===== config.mk =====
export PLATFORM = sky130hd
export DESIGN_NAME = button_event_arbiter
export DESIGN_NICKNAME = d
export VERILOG_FILES = /design/src/rtl/button_event_arbiter.sv
export SDC_FILE = /design/constraint.sdc
export NUM_CORES = 1
export LEC_CHECK = 0
export CAP_MARGIN = 25
export CORE_AREA = 2 2 61 49
export DETAILED_ROUTE_END_ITERATION = 8
export DIE_AREA = 0 0 63 51
export HOLD_SLACK_MARGIN = 0.12
export PLACE_DENSITY = 0.8
export SLEW_MARGIN = 30
export SYNTH_ARGS = -nofsm -noshare
export SYNTH_HDL_FRONTEND = slang
export SYNTH_SLANG_ARGS = --single-unit

===== constraint.sdc =====
create_clock -name clk -period 4.4 [get_ports clk]
set_input_delay 0.44 -clock clk [delete_from_list [all_inputs] [get_ports clk]]
set_output_delay 0.44 -clock clk [all_outputs]
set_load 0.03 [all_outputs]

===== src/rtl/button_event_arbiter.sv =====
// rtl/button_event_arbiter.sv - round-robin arbiter queuing one-shot button presses into an event FIFO
// Optional saturating lost-press counter: define BTN_ARB_DROP_CNT_EN.
module button_event_arbiter #(
  parameter int NUM_BTN    = 4,
  parameter int FIFO_DEPTH = 4
) (
  input  logic                       clk,
  input  logic                       reset,
  input  logic [NUM_BTN-1:0]         btn_pulse,
  output logic                       evt_valid,
  input  logic                       evt_ready,
  output logic [$clog2(NUM_BTN)-1:0] evt_id,
  output logic [NUM_BTN-1:0]         pending,
  output logic [7:0]                 drop_cnt,
  output logic                       busy
);

  localparam int IDW = $clog2(NUM_BTN);
  localparam int PW  = $clog2(FIFO_DEPTH);
  localparam int CW  = PW + 1;
  localparam logic [CW-1:0] DEPTH_C = CW'(FIFO_DEPTH);

  logic [NUM_BTN-1:0] pending_q, pending_d;
  logic [IDW-1:0]     last_grant_q, last_grant_d;
  logic [PW-1:0]      wr_ptr_q, wr_ptr_d;
  logic [PW-1:0]      rd_ptr_q, rd_ptr_d;
  logic [CW-1:0]      count_q, count_d;
  logic [IDW-1:0]     mem_q [FIFO_DEPTH];

  logic               full;
  logic               push;
  logic               pop;
  logic [NUM_BTN-1:0] grant_oh;
  logic [IDW-1:0]     grant_idx;
  logic [IDW-1:0]     cand;

  assign full      = (count_q == DEPTH_C);
  assign evt_valid = (count_q != '0);
  assign pop       = evt_valid && evt_ready;
  assign evt_id    = evt_valid ? mem_q[rd_ptr_q] : '0;
  assign pending   = pending_q;
  assign busy      = (|pending_q) | evt_valid;

  // Round-robin search over pending buttons, starting one past the previous winner
  always_comb begin
    grant_oh  = '0;
    grant_idx = '0;
    push      = 1'b0;
    cand      = '0;
    if ((|pending_q) && !full) begin
      for (int k = 1; k <= NUM_BTN; k++) begin
        cand = IDW'((int'(last_grant_q) + k) % NUM_BTN);
        if (!push && pending_q[cand]) begin
          push           = 1'b1;
          grant_idx      = cand;
          grant_oh[cand] = 1'b1;
        end
      end
    end
  end

  // Next-state: a fresh press on the granted button re-arms its pending bit
  always_comb begin
    pending_d    = (pending_q & ~grant_oh) | btn_pulse;
    last_grant_d = push ? grant_idx : last_grant_q;
    wr_ptr_d     = wr_ptr_q + PW'(push);
    rd_ptr_d     = rd_ptr_q + PW'(pop);
    count_d      = count_q;
    if (push && !pop) begin
      count_d = count_q + CW'(1);
    end else if (!push && pop) begin
      count_d = count_q - CW'(1);
    end
  end

  // Arbiter and queue bookkeeping; last_grant resets so that index 0 wins first
  always_ff @(posedge clk or posedge reset) begin
    if (reset) begin
      pending_q    <= '0;
      last_grant_q <= IDW'(NUM_BTN - 1);
      wr_ptr_q     <= '0;
      rd_ptr_q     <= '0;
      count_q      <= '0;
    end else begin
      pending_q    <= pending_d;
      last_grant_q <= last_grant_d;
      wr_ptr_q     <= wr_ptr_d;
      rd_ptr_q     <= rd_ptr_d;
      count_q      <= count_d;
    end
  end

  // Queue storage; contents are only visible through evt_id while occupancy is nonzero
  always_ff @(posedge clk) begin
    if (push) begin
      mem_q[wr_ptr_q] <= grant_idx;
    end
  end

`ifdef BTN_ARB_DROP_CNT_EN
  logic [NUM_BTN-1:0] drop_vec;
  logic [3:0]         drop_num;
  logic [8:0]         drop_sum;
  logic [7:0]         drop_cnt_q, drop_cnt_d;

  // A press landing on a still-pending, ungranted button is lost; tally them with saturation
  always_comb begin
    drop_vec = btn_pulse & pending_q & ~grant_oh;
    drop_num = '0;
    for (int i = 0; i < NUM_BTN; i++) begin
      drop_num = drop_num + {3'd0, drop_vec[i]};
    end
    drop_sum   = {1'b0, drop_cnt_q} + {5'd0, drop_num};
    drop_cnt_d = drop_sum[8] ? 8'hFF : drop_sum[7:0];
  end

  // Lost-press counter register
  always_ff @(posedge clk or posedge reset) begin
    if (reset) begin
      drop_cnt_q <= '0;
    end else begin
      drop_cnt_q <= drop_cnt_d;
    end
  end

  assign drop_cnt = drop_cnt_q;
`else
  assign drop_cnt = 8'd0;
`endif

endmodule


-- Word-level counts from Yosys, hierarchy flattened
Memory sizes are Yosys's and may differ from the RTL's.
Cells that the tools add are included.
Widths: inputs -> output; s select.
- add/subtract/negate cells: 8
- magnitude comparators: 8
- equality and inequality tests: 1
- muxes and demuxes: 42
- bitwise operators: 7
- reductions and logical operators: 20
- operators by type and width (kind ; count):
    $mux 4 ; 8
    $mux 1 ; 18
    $or 4x4->4 ; 4
    $lt 2x3->1 const B ; 4
    $mux 2 ; 6
    $logic_and 1x1->1 ; 11
    $bmux 1 s2 ; 4
    $demux 1 s2 ; 4
    $ge 2x1->1 const B ; 4
    $logic_not 1->1 ; 6
    $mux 3 ; 2
    $add 2x1->2 ; 2
    $add 2x1->2 const B ; 2
    $add 2x2->2 const B ; 2
    $and 4x4->4 ; 1
    $not 4->4 ; 1
    $reduce_or 4->1 ; 1
    $add 3x1->3 const B ; 1
    $eq 3x3->1 const B ; 1
    $reduce_bool 3->1 ; 1
    $sub 3x1->3 const B ; 1
    $reduce_bool 2->1 ; 1
    $or 1x1->1 ; 1
- register bits: 13
- memory bits (writable): 8
- input port bits: 7
- output and inout bits: 16
- word-level logic and storage cells: 92
- memories: 1
- memories (name ; depth ; bits a word ; rd ports ; clocked after memory_dff ; write ports ; RTL line ; RTL):
    mem_q ; 4 ; 2 ; 1 ; 0 ; 1 ; 28 ; logic [IDW-1:0] mem_q [FIFO_DEPTH];

-- Logic depth before layout (Yosys ltp)
Gate-level depths: netlist (run 1).
- depth in word-level cells: 21
- depth in mapped cells: 10
- depth with buffers taken out: 9

-- Worst setup path after synthesis (run 1)
No wires, ideal clock.
- kind: flip-flop to flip-flop
- start: reg last_grant_q[0]
- end: mem mem_q[0][1] in the netlist's numbering, data pin
- library setup time: 0.264 ns
- arrival time: 2.353 ns
- required time: 4.136 ns
- path slack: 1.782 ns
- stages on the path, launching flop included: 9
- buffers on the path: 1
- clock period less this slack: 2.618 ns
- cell sequence: dfstp_2 buf_6 inv_1 ha_1 mux4_2 o21a_1 nor2_2 o21ai_2 and3_1
- word-level cells in the longest chain between the ends: 17
- elaborated cells between the ends (all ways): 29
- classes of those cells: add/sub (4); mux (19); reduce/logical (6)
- RTL lines (element ; RTL line ; RTL):
    from (decl) ; 24 ; logic [IDW-1:0] last_grant_q, last_grant_d;
    from (signal assigned) ; 80 ; last_grant_q <= IDW'(NUM_BTN - 1);
    from (signal assigned) ; 86 ; last_grant_q <= last_grant_d;
    $add 2x1->2 ; 52 ; cand = IDW'((int'(last_grant_q) + k) % NUM_BTN);
    $bmux 1 s2 ; 53 ; if (!push && pending_q[cand]) begin
    $mux 1 (implied by the code) ; 53 ;
    $mux 1 ; 53 ;
    $mux 1 ; 50 ; if ((|pending_q) && !full) begin
    $logic_not 1->1 ; 53 ;
    $logic_and 1x1->1 ; 53 ;
    $mux 1 ; 53 ;
    [... 2 more ...] ; -- ;
    $logic_and 1x1->1 ; 53 ;
    $mux 1 ; 53 ;
    $mux 1 ; 50 ;
    $logic_not 1->1 ; 53 ;
    $logic_and 1x1->1 ; 53 ;
    $mux 2 * ; 53 ;
    $mux 2 * ; 50 ;
    named net grant_idx[1] ; 34 ; logic [IDW-1:0] grant_idx;
    to (decl) ; 28 ;
The timed path passes the listed nets; every way through them passes the cells marked *. The select of a mux whose other input is x is not followed.

-- Final worst setup path (run 1)
- start: reg last_grant_q[0]
- end: mem mem_q[1][1] in the netlist's numbering, data pin
Same word-level chain as after synthesis.

==> impl_summary.txt, run 1 <==
----------------------------------------------------
[Timing]
  Hold Fails Final Rpt ... 0
  Final min period ... 2.88 ns
  Worst clock skew ... 0.00506 ns
  Worst-Margin Slew ... 0.521 ns
  Slew margin rel. ... 0.652
  Final cycle utilization of the critical path ... 0.655
  Final setup violation count ... 0
  Highest attainable clock frequency ... 347 MHz
  Post-Route Setup TNS ... 0 ns
  RSZ-0062 raised after global routing ... no
  Slew Viols, Final ... 0

[GRT]
  Antenna violations before repair ... 0
  First-pass GRT wire length ... 4370 microns
  Pin count of the biggest net entering global routing ... 16
  Overall track demand over capacity in global routing ... 0.182
  Number of global-route vias before repair ... 892
  Total overflow reported by the global router ... 0

[Clock tree]
  Clock transition at the registers of the reported paths ... 0.12 ns
  Sink Count ... 21
  Clock Tree Buf Depth ... 2
  Clock insertion delay at the later pin of the skew report ... 0.30 ns
  Clock tree from TritonCTS ... done
  Number of setup buffers added after CTS ... 0
  Hold-fix buffers, CTS ... 0
  H-tree depth ... 1
  CTS Buf Count ... 3
  Root buf cell ... sky130_fd_sc_hd__clkbuf_4
  CTS-repair resized insts ... 0

[Run status]
  Result of the run ... completed

[Die]
  Top Ports ... 23
  Die W ... 63 microns
  Total die area ... 3210 sq um
  Number of rows in the core area ... 17
  Core region area ... 2700 sq um
  Initial standard-cell utilization of the core ... 0.522
  Floorplan die height ... 51 microns

[Route]
  Average wire per cell in the routed design ... 15.5 microns
  Iteration count of the initial detailed-routing pass ... 4
  Post-route DRC violation count ... 0
  Post-route ant nets ... 0
  Drt initial violations ... 92
  Drt total wl ... 2700 microns
  Via count ... 956
  Number of vias per cell after detailed routing ... 5.46

[Synth]
  Asr flop ratio synth ... 0.619
  Cell type contributing the most total cell area after synthesis ... sky130_fd_sc_hd__dfrtp_1
  Sequential fraction of the synthesis area ... 0.403
  Area fraction of the dominant cell type after synthesis ... 0.195
  Post-synth cell types ... 42
  Cell count after synthesis ... 122
  Top post-synthesis cells by area ... sky130_fd_sc_hd__dfrtp_1 20%, sky130_fd_sc_hd__edfxtp_1 17%, sky130_fd_sc_hd__ha_1 9.8%
  Dominant register cell in the synthesized netlist ... sky130_fd_sc_hd__dfrtp_1
  Average size of a mapped cell ... 11.6 sq um
  EDFF count, synth ... 8
  Count of state elements after synthesis ... 21
  Netlist area before placement ... 1410 sq um
  Number of warnings issued by yosys ... 0

[Finish]
  Number of nets in the finished design ... 157
  Most used cells in the layout excluding fill and tap cells ... 14 x sky130_fd_sc_hd__clkdlybuf4s50_1, 11 x sky130_fd_sc_hd__ha_1, 11 x sky130_fd_sc_hd__dfrtp_1, 9 x sky130_fd_sc_hd__nor2_1
  Area growth from synthesis to layout ... 11.8%
  Combined flip-flop and latch cell area ... 568 sq um
  Total area of multi-input combinational cells ... 767 sq um
  Fraction of layout cells with a size suffix above 1 ... 0.161
  Fill cells ... 228
  Diodes inserted ... 0
  Most common cell after layout, fill and taps aside ... sky130_fd_sc_hd__clkdlybuf4s50_1

[Worst setup path]
  Crit end category ... register
  Setup crit start kind ... register
  Critical path data required time ... 4.45 ns
  Crit path max fanout ... 12
  CP startpoint ... last_grant_q[0]$_DFFE_PP1P_
  Family with the most delay on the worst path ... flip-flops
  Critical path class ... reg2reg
  Worst reg2reg path depth ... 7
  Capture point of the critical path ... mem_q[1][1]$_DFFE_PP_
  Buffers plus inverters on the worst setup path ... 1
  Logic depth of the worst setup path including buffers ... 7
  Cell Chain, Critical Path ... inv_1 -> ha_1 -> mux4_2 -> o21a_1 -> nor2_2 -> o21ai_2 -> and3_1
  Crit path arrival time ... 2.93 ns
  FF-to-FF setup slack ... 1.52 ns
  Start of the worst register-to-register path ... last_grant_q[0]$_DFFE_PP1P_
  Crit-path slowest cell ... sky130_fd_sc_hd__dfstp_2
  Critical register-to-register path endpoint ... mem_q[1][1]$_DFFE_PP_
  Maximum single-stage delay on the critical path ... 0.71 ns

[Place]
  Placer Congestion ... 0.966
  Sum of net half-perimeters after detailed placement ... 2030 microns
  IO buf count ... 14

[Run]
  Number of max-cap violations ... 0

[Worst hold path]
  Class of the tightest hold or removal check ... in2async

----------------------------------------------------
-- stage by stage --
stage	area, sq um	hold WS [ns]	std cells	setup WS [ns]	util
after floorplan	1440	0.316	129	1.78	-
after global placement	1550	0.496	171	1.68	0.573
after detailed placement	1550	0.506	171	1.55	0.573
after CTS	1580	0.481	175	1.52	0.584
after global routing	1580	0.495	175	1.37	0.584
final	1580	0.469	175	1.52	0.584
-- worst min path at each step --
| stage | startpoint | to | slack, ns |
|---|---|---|---|
| floorplan | reset | count_q[0]$_DFFE_PP0P_ | 0.32 |
| global placement | count_q[2]$_DFFE_PP0P_ | count_q[2]$_DFFE_PP0P_ | 0.50 |
| detailed placement | count_q[2]$_DFFE_PP0P_ | count_q[2]$_DFFE_PP0P_ | 0.51 |
| CTS | reset | wr_ptr_q[1]$_DFF_PP0_ | 0.48 |
| global route | reset | wr_ptr_q[1]$_DFF_PP0_ | 0.49 |
| finish | reset | wr_ptr_q[1]$_DFF_PP0_ | 0.47 |
-- worst reg2reg max path, delay by kind of cell, from the launching register on --
family,cells,cell delay [ns]
DFF,1,0.71
adders and majority gates,1,0.44
and+or+nand+nor,2,0.33
buffers and inverters,1,0.20
muxes,1,0.64
AOI/OAI and AO/OA,2,0.30
-- cell families (layout without fill, tap and decap cells) --
logic type / Yosys count / after routing / synth area share
adders and majority gates: 12 / 12 / 0.112
AOI/OAI and AO/OA: 24 / 24 / 0.123
muxes: 9 / 9 / 0.122
xor gates and xnor gates: 7 / 7 / 0.0435
DFF: 21 / 21 / 0.403
buffers and inverters: 17 / 25 / 0.0719
and+or+nand+nor: 31 / 31 / 0.122
other: 1 / 8 / 0.00266
-- registers in the layout, indices dropped and copies added (netlist names) --
name,cells
mem_q,8
pending,4
last_grant_q,2
rd_ptr_q,2
wr_ptr_q,2
count_q,3
-- Yosys cell counts (2+ instances only) --
library cell and instances:
sky130_fd_sc_hd__a221oi_1 4, sky130_fd_sc_hd__and2_1 3, sky130_fd_sc_hd__and3_1 2, sky130_fd_sc_hd__buf_4 8
sky130_fd_sc_hd__dfrtp_1 11, sky130_fd_sc_hd__dfstp_2 2, sky130_fd_sc_hd__edfxtp_1 8, sky130_fd_sc_hd__ha_1 11
sky130_fd_sc_hd__inv_1 6, sky130_fd_sc_hd__mux4_2 5, sky130_fd_sc_hd__nand2_1 6, sky130_fd_sc_hd__nor2_1 9
sky130_fd_sc_hd__nor2_2 3, sky130_fd_sc_hd__o21ai_0 5, sky130_fd_sc_hd__o21ai_1 4, sky130_fd_sc_hd__o21bai_1 4
sky130_fd_sc_hd__xnor2_1 3, sky130_fd_sc_hd__xor2_1 4
-- cell type report --
type                       count  area share
clock buffer                   3      0.0143
clock inverter                 1     0.00317
timing repair buffer          14      0.0889
sequential                    21       0.360
tap                           38      0.0302
multi-input combinational     91       0.487
inverter                       7      0.0167
-- routing by layer --
layer  vias up  global-route usage  routed length [microns]
met5         -                   0                        0
li1        451                   -                        -
met2        25               0.296                     1310
met3         2              0.0551                       98
met4         0              0.0444                       12
met1       478               0.239                     1280
Power of run 1 is left out: the tool's default activity adds up to more than one toggle a clock period on the data nets, which glitch-free logic cannot reach.
==> run 2: changes to the inputs <==
--- a/config.mk
+++ b/config.mk
@@ -6,11 +6,11 @@
 export NUM_CORES = 1
 export LEC_CHECK = 0
 export CAP_MARGIN = 25
-export CORE_AREA = 2 2 61 49
+export CORE_AREA = 2 2 63 50
 export DETAILED_ROUTE_END_ITERATION = 8
-export DIE_AREA = 0 0 63 51
+export DIE_AREA = 0 0 65 52
 export HOLD_SLACK_MARGIN = 0.12
-export PLACE_DENSITY = 0.8
+export PLACE_DENSITY = 0.76
 export SLEW_MARGIN = 30
 export SYNTH_ARGS = -nofsm -noshare
 export SYNTH_HDL_FRONTEND = slang
==> constraint.sdc (replaced) <==
create_clock -name clk -period 2.82 [get_ports clk]
set_input_delay 0.282 -clock clk [delete_from_list [all_inputs] [get_ports clk]]
set_output_delay 0.282 -clock clk [all_outputs]
set_load 0.03 [all_outputs]
==> impl_summary.txt, run 2 (same netlist as run 1, synthesis figures left out) <==
----------------------------------------------------
[Timing]
  Slew Viols, Final ... 0 (unchanged)
  Final setup violation count ... 0 (unchanged)
  Highest attainable clock frequency ... 380 MHz (was 347 MHz)
  Hold Fails Final Rpt ... 0 (unchanged)
  RSZ-0062 raised after global routing ... no (unchanged)
  Final cycle utilization of the critical path ... 0.934 (was 0.655)
  Worst-Margin Slew ... 0.509 ns (was 0.521 ns)
  Post-Route Setup TNS ... 0 ns (unchanged)
  Slew margin rel. ... 0.660 (was 0.652)
  Worst Setup Slack, final ... 0.186 ns (was 1.52 ns)
  Final min period ... 2.63 ns (was 2.88 ns)
  Worst clock skew ... 0.00449 ns (was 0.00506 ns)

[Die]
  Core region area ... 2790 sq um (was 2700 sq um)
  Floorplan die height ... 52 microns (was 51 microns)
  Initial standard-cell utilization of the core ... 0.506 (was 0.522)
  Number of rows in the core area ... 17 (unchanged)
  Top Ports ... 23 (unchanged)
  Total die area ... 3380 sq um (was 3210 sq um)
  Die W ... 65 microns (was 63 microns)

[Worst setup path]
  Crit end category ... register (unchanged)
  Maximum single-stage delay on the critical path ... 0.61 ns (was 0.71 ns)
  Crit path arrival time ... 2.64 ns (was 2.93 ns)
  Logic depth of the worst setup path including buffers ... 7 (unchanged)
  Setup crit start kind ... register (unchanged)
  Crit-path slowest cell ... sky130_fd_sc_hd__dfstp_2 (unchanged)
  Cell Chain, Critical Path ... inv_1 -> ha_1 -> mux4_2 -> o21a_1 -> nor2_2 -> o21ai_2 -> and3_1 (unchanged)
  Crit path max fanout ... 8 (was 12)
  Critical path class ... reg2reg (unchanged)
  Family with the most delay on the worst path ... flip-flops (unchanged)
  Critical path data required time ... 2.82 ns (was 4.45 ns)
  Buffers plus inverters on the worst setup path ... 1 (unchanged)
  Worst reg2reg path depth ... 7 (unchanged)

[Clock tree]
  CTS Buf Count ... 3 (unchanged)
  CTS-repair resized insts ... 0 (unchanged)
  Clock Tree Buf Depth ... 2 (unchanged)
  Hold-fix buffers, CTS ... 0 (unchanged)
  Clock tree from TritonCTS ... done (unchanged)
  Sink Count ... 21 (unchanged)
  Clock transition at the registers of the reported paths ... 0.08 ns (was 0.12 ns)
  Number of setup buffers added after CTS ... 0 (unchanged)
  Clock insertion delay at the later pin of the skew report ... 0.26 ns (was 0.30 ns)
  Root buf cell ... sky130_fd_sc_hd__clkbuf_8 (was sky130_fd_sc_hd__clkbuf_4)
  H-tree depth ... 1 (unchanged)

[Finish]
  Diodes inserted ... 0 (unchanged)
  Post-route insts no fill ... 178 (was 175)
  Most used cells in the layout excluding fill and tap cells ... 14 x sky130_fd_sc_hd__clkdlybuf4s50_1, 11 x sky130_fd_sc_hd__ha_1, 11 x sky130_fd_sc_hd__dfrtp_1, 9 x sky130_fd_sc_hd__nor2_1 (unchanged)
  Fraction of layout cells with a size suffix above 1 ... 0.179 (was 0.161)
  Most common cell after layout, fill and taps aside ... sky130_fd_sc_hd__clkdlybuf4s50_1 (unchanged)
  Number of nets in the finished design ... 160 (was 157)
  Number of flip-flops in the largest register ... 8 (unchanged)
  Area growth from synthesis to layout ... 14.7% (was 11.8%)
  Largest register by flop count ... mem_q (unchanged)

[Place]
  Number of instances in the placed design ... 173 (was 171)
  Placer Congestion ... 1.01 (was 0.966)
  DP Worst Slack ... 0.113 ns (was 1.55 ns)
  IO buf count ... 14 (unchanged)
  Sum of net half-perimeters after detailed placement ... 2000 microns (was 2030 microns)

[Route]
  Drt total wl ... 2590 microns (was 2700 microns)
  Via count ... 998 (was 956)
  Post-route DRC violation count ... 0 (unchanged)
  Number of vias per cell after detailed routing ... 5.61 (was 5.46)
  Drt initial violations ... 49 (was 92)
  Post-route ant nets ... 0 (unchanged)
  Average wire per cell in the routed design ... 14.6 microns (was 15.5 microns)
  Iteration count of the initial detailed-routing pass ... 4 (unchanged)

[GRT]
  Total overflow reported by the global router ... 0 (unchanged)
  Antenna violations before repair ... 0 (unchanged)
  Pin count of the biggest net entering global routing ... 16 (unchanged)
  Overall track demand over capacity in global routing ... 0.175 (was 0.182)
  Number of global-route vias before repair ... 891 (was 892)
  First-pass GRT wire length ... 4340 microns (was 4370 microns)

[Worst hold path]
  Class of the tightest hold or removal check ... in2async (unchanged)

[Run]
  Number of max-cap violations ... 0 (unchanged)

[Run status]
  Result of the run ... completed (unchanged)

----------------------------------------------------
[run 2: path summary, 6_finish.rpt]
path,startpoint,endpoint,slack (ns)
worst max-delay path,last_grant_q[1]$_DFFE_PP1P_,mem_q[3][1]$_DFFE_PP_,0.19
worst min-delay path,reset,count_q[0]$_DFFE_PP0P_,0.34
worst max register to register,last_grant_q[1]$_DFFE_PP1P_,mem_q[3][1]$_DFFE_PP_,0.19
worst min register to register,count_q[2]$_DFFE_PP0P_,count_q[2]$_DFFE_PP0P_,0.52
max in group asynchronous,reset,last_grant_q[0]$_DFFE_PP1P_,2.12
min in group clk,count_q[2]$_DFFE_PP0P_,count_q[2]$_DFFE_PP0P_,0.52
[run 2: per-stage QoR]
stage	hold slack (ns)	instance area, sq um	util
floorplan	0.158	1440	-
global placement	0.501	1560	0.561
detailed placement	0.503	1560	0.561
CTS	0.367	1610	0.578
global route	0.399	1620	0.581
finish	0.342	1620	0.581
[run 2: layout make-up]
type | instances | area [sq um]
tap | 38 | 47.5
fill | 224 | 1170
inverter | 7 | 26.3
timing repair buffer | 17 | 163
multi-input combinational | 91 | 767
clock inverter | 1 | 5.00
clock buffer | 3 | 41.3
sequential | 21 | 568
[run 2: routing by layer]
metal,GRT usage,wire [microns]
met5,0,0
met4,0.0319,31
met3,0.0455,188
met2,0.292,1250
met1,0.235,1120
Power of run 2 is left out for the same reason.
==> run 3: changes to the inputs <==
--- a/config.mk
+++ b/config.mk
@@ -6,11 +6,12 @@
 export NUM_CORES = 1
 export LEC_CHECK = 0
 export CAP_MARGIN = 25
-export CORE_AREA = 2 2 63 50
+export CORE_AREA = 2 2 62 49
+export CTS_BUF_LIST = sky130_fd_sc_hd__clkbuf_4
 export DETAILED_ROUTE_END_ITERATION = 8
-export DIE_AREA = 0 0 65 52
+export DIE_AREA = 0 0 64 51
 export HOLD_SLACK_MARGIN = 0.12
-export PLACE_DENSITY = 0.76
+export PLACE_DENSITY = 0.83
 export SLEW_MARGIN = 30
 export SYNTH_ARGS = -nofsm -noshare
 export SYNTH_HDL_FRONTEND = slang
==> impl_summary.txt, run 3 (same netlist as run 1, synthesis figures left out) <==
----------------------------------------------------
[Run status]
  Result of the run ... completed (unchanged)

[Clock tree]
  Clock tree from TritonCTS ... done (unchanged)
  Clock transition at the registers of the reported paths ... 0.12 ns (was 0.08 ns)
  Clock insertion delay at the later pin of the skew report ... 0.30 ns (was 0.26 ns)
  Root buf cell ... sky130_fd_sc_hd__clkbuf_4 (was sky130_fd_sc_hd__clkbuf_8)
  Hold-fix buffers, CTS ... 0 (unchanged)
  CTS Buf Count ... 3 (unchanged)
  H-tree depth ... 1 (unchanged)
  Sink Count ... 21 (unchanged)
  Clock Tree Buf Depth ... 2 (unchanged)

[Worst setup path]
  FF-to-FF setup slack ... 0.11 ns (was 0.19 ns)
  Worst reg2reg path depth ... 7 (unchanged)
  Setup crit start kind ... register (unchanged)
  Start of the worst register-to-register path ... last_grant_q[1]$_DFFE_PP1P_ (unchanged)
  Logic depth of the worst setup path including buffers ... 7 (unchanged)
  Cell Chain, Critical Path ... inv_1 -> ha_2 -> mux4_2 -> o21a_1 -> nor2_2 -> o21ai_2 -> and3_1 (was inv_1 -> ha_1 -> mux4_2 -> o21a_1 -> nor2_2 -> o21ai_2 -> and3_1)
  Crit path max fanout ... 8 (unchanged)
  Crit-path slowest cell ... sky130_fd_sc_hd__dfstp_2 (unchanged)
  Critical path class ... reg2reg (unchanged)
  Maximum single-stage delay on the critical path ... 0.63 ns (was 0.61 ns)
  Buffers plus inverters on the worst setup path ... 1 (unchanged)
  Crit path arrival time ... 2.77 ns (was 2.64 ns)
  Family with the most delay on the worst path ... flip-flops (unchanged)
  Crit end category ... register (unchanged)
  CP startpoint ... last_grant_q[1]$_DFFE_PP1P_ (unchanged)
  Critical path data required time ... 2.88 ns (was 2.82 ns)

[Timing]
  Worst-Margin Slew ... 0.516 ns (was 0.509 ns)
  Final setup violation count ... 0 (unchanged)
  Hold Fails Final Rpt ... 0 (unchanged)
  Final min period ... 2.71 ns (was 2.63 ns)
  RSZ-0062 raised after global routing ... no (unchanged)
  Final cycle utilization of the critical path ... 0.960 (was 0.934)
  Slew Viols, Final ... 0 (unchanged)
  Post-Route Setup TNS ... 0 ns (unchanged)
  Slew margin rel. ... 0.656 (was 0.660)
  Worst clock skew ... 0.00398 ns (was 0.00449 ns)
  Highest attainable clock frequency ... 369 MHz (was 380 MHz)

[GRT]
  Antenna violations before repair ... 0 (unchanged)
  GRT met2 Usage ... 0.290 (was 0.292)
  Overall track demand over capacity in global routing ... 0.180 (was 0.175)
  Met3 track utilization from global routing ... 0.0485 (was 0.0455)
  Number of global-route vias before repair ... 914 (was 891)
  Met1 capacity usage during global routing ... 0.238 (was 0.235)
  Layer with the highest usage ... met2 (unchanged)
  Total overflow reported by the global router ... 0 (unchanged)
  First-pass GRT wire length ... 4400 microns (was 4340 microns)
  Pin count of the biggest net entering global routing ... 16 (unchanged)

[Finish]
  Most common cell after layout, fill and taps aside ... sky130_fd_sc_hd__clkdlybuf4s50_1 (unchanged)
  Most used cells in the layout excluding fill and tap cells ... 14 x sky130_fd_sc_hd__clkdlybuf4s50_1, 11 x sky130_fd_sc_hd__dfrtp_1, 10 x sky130_fd_sc_hd__ha_1, 9 x sky130_fd_sc_hd__nor2_1 (was 14 x sky130_fd_sc_hd__clkdlybuf4s50_1, 11 x sky130_fd_sc_hd__ha_1, 11 x sky130_fd_sc_hd__dfrtp_1, 9 x sky130_fd_sc_hd__nor2_1)
  Fill cells ... 217 (was 224)
  Core utilization of the finished layout ... 0.589 (was 0.581)
  Fraction of layout cells with a size suffix above 1 ... 0.197 (was 0.179)
  Combined flip-flop and latch cell area ... 568 sq um (unchanged)
  Total area of multi-input combinational cells ... 769 sq um (was 767 sq um)
  Number of flip-flops in the largest register ... 8 (unchanged)
  Number of nets in the finished design ... 162 (was 160)
  Largest register by flop count ... mem_q (unchanged)
  Area growth from synthesis to layout ... 14.6% (was 14.7%)
  Diodes inserted ... 0 (unchanged)

[Place]
  Sum of net half-perimeters after detailed placement ... 2080 microns (was 2000 microns)
  Placer Congestion ... 0.939 (was 1.01)
  IO buf count ... 14 (unchanged)

[Route]
  Via count ... 1008 (was 998)
  Average wire per cell in the routed design ... 15.2 microns (was 14.6 microns)
  Post-route DRC violation count ... 0 (unchanged)
  Drt initial violations ... 52 (was 49)
  Number of vias per cell after detailed routing ... 5.60 (was 5.61)
  Post-route ant nets ... 0 (unchanged)
  Iteration count of the initial detailed-routing pass ... 4 (unchanged)
  Drt total wl ... 2730 microns (was 2590 microns)

[Die]
  Die W ... 64 microns (was 65 microns)
  Total die area ... 3260 sq um (was 3380 sq um)
  Floorplan die height ... 51 microns (was 52 microns)
  Core region area ... 2740 sq um (was 2790 sq um)
  Initial standard-cell utilization of the core ... 0.514 (was 0.506)
  Number of rows in the core area ... 17 (unchanged)
  Top Ports ... 23 (unchanged)

[Run]
  Number of max-cap violations ... 0 (unchanged)

[Worst hold path]
  Class of the tightest hold or removal check ... in2async (unchanged)

----------------------------------------------------
==> run 3: cell count changes in the layout (fill, tap and decap cells not counted), sizes merged <==
cell	delta
buf	+2
==> run 3: cell type report <==
cell class              instances  area share
well taps                      38      0.0294
clock inverters                 1     0.00310
repair buffers                 19       0.110
flip-flops and latches         21       0.351
multi-input cells              91       0.476
clock buffers                   3      0.0139
inverters                       7      0.0163
==> run 3: path summary, 6_finish.rpt <==
path,endpoint
max,mem_q[3][1]$_DFFE_PP_
min,rd_ptr_q[0]$_DFF_PP0_
max reg2reg,mem_q[3][1]$_DFFE_PP_
min reg2reg,count_q[2]$_DFFE_PP0P_
max in group asynchronous,last_grant_q[1]$_DFFE_PP1P_
min in group clk,count_q[2]$_DFFE_PP0P_
==> run 3: layer usage <==
metal,up-vias,share of wire
li1,466,-
met4,0,0.021
met5,-,0
met1,490,0.43
met2,46,0.49
met3,6,0.060
==> run 3: stage by stage <==
step,hold slack (ns),setup slack (ns),area [sq um],std cells
global route,0.322,0.00472,1620,180
detailed placement,0.501,0.115,1570,174
finish,0.290,0.114,1620,180
global placement,0.491,0.254,1570,174
floorplan,0.158,0.202,1440,129
CTS,0.309,0.0963,1600,178
==> run 3: worst reg2reg max path, stage by stage (launching register included) <==
cell and delay [ns]:
sky130_fd_sc_hd__dfstp_2 0.63, sky130_fd_sc_hd__inv_1 0.16, sky130_fd_sc_hd__ha_2 0.42, sky130_fd_sc_hd__mux4_2 0.62, sky130_fd_sc_hd__o21a_1 0.23, sky130_fd_sc_hd__nor2_2 0.13, sky130_fd_sc_hd__o21ai_2 0.07, sky130_fd_sc_hd__and3_1 0.20
==> run 3: what timing repair did <==
action	in CTS	in global routing
resized for setup	0	1
setup buffers	0	2
endpoints found under the setup margin	0	4
Power of run 3 is left out for the same reason.
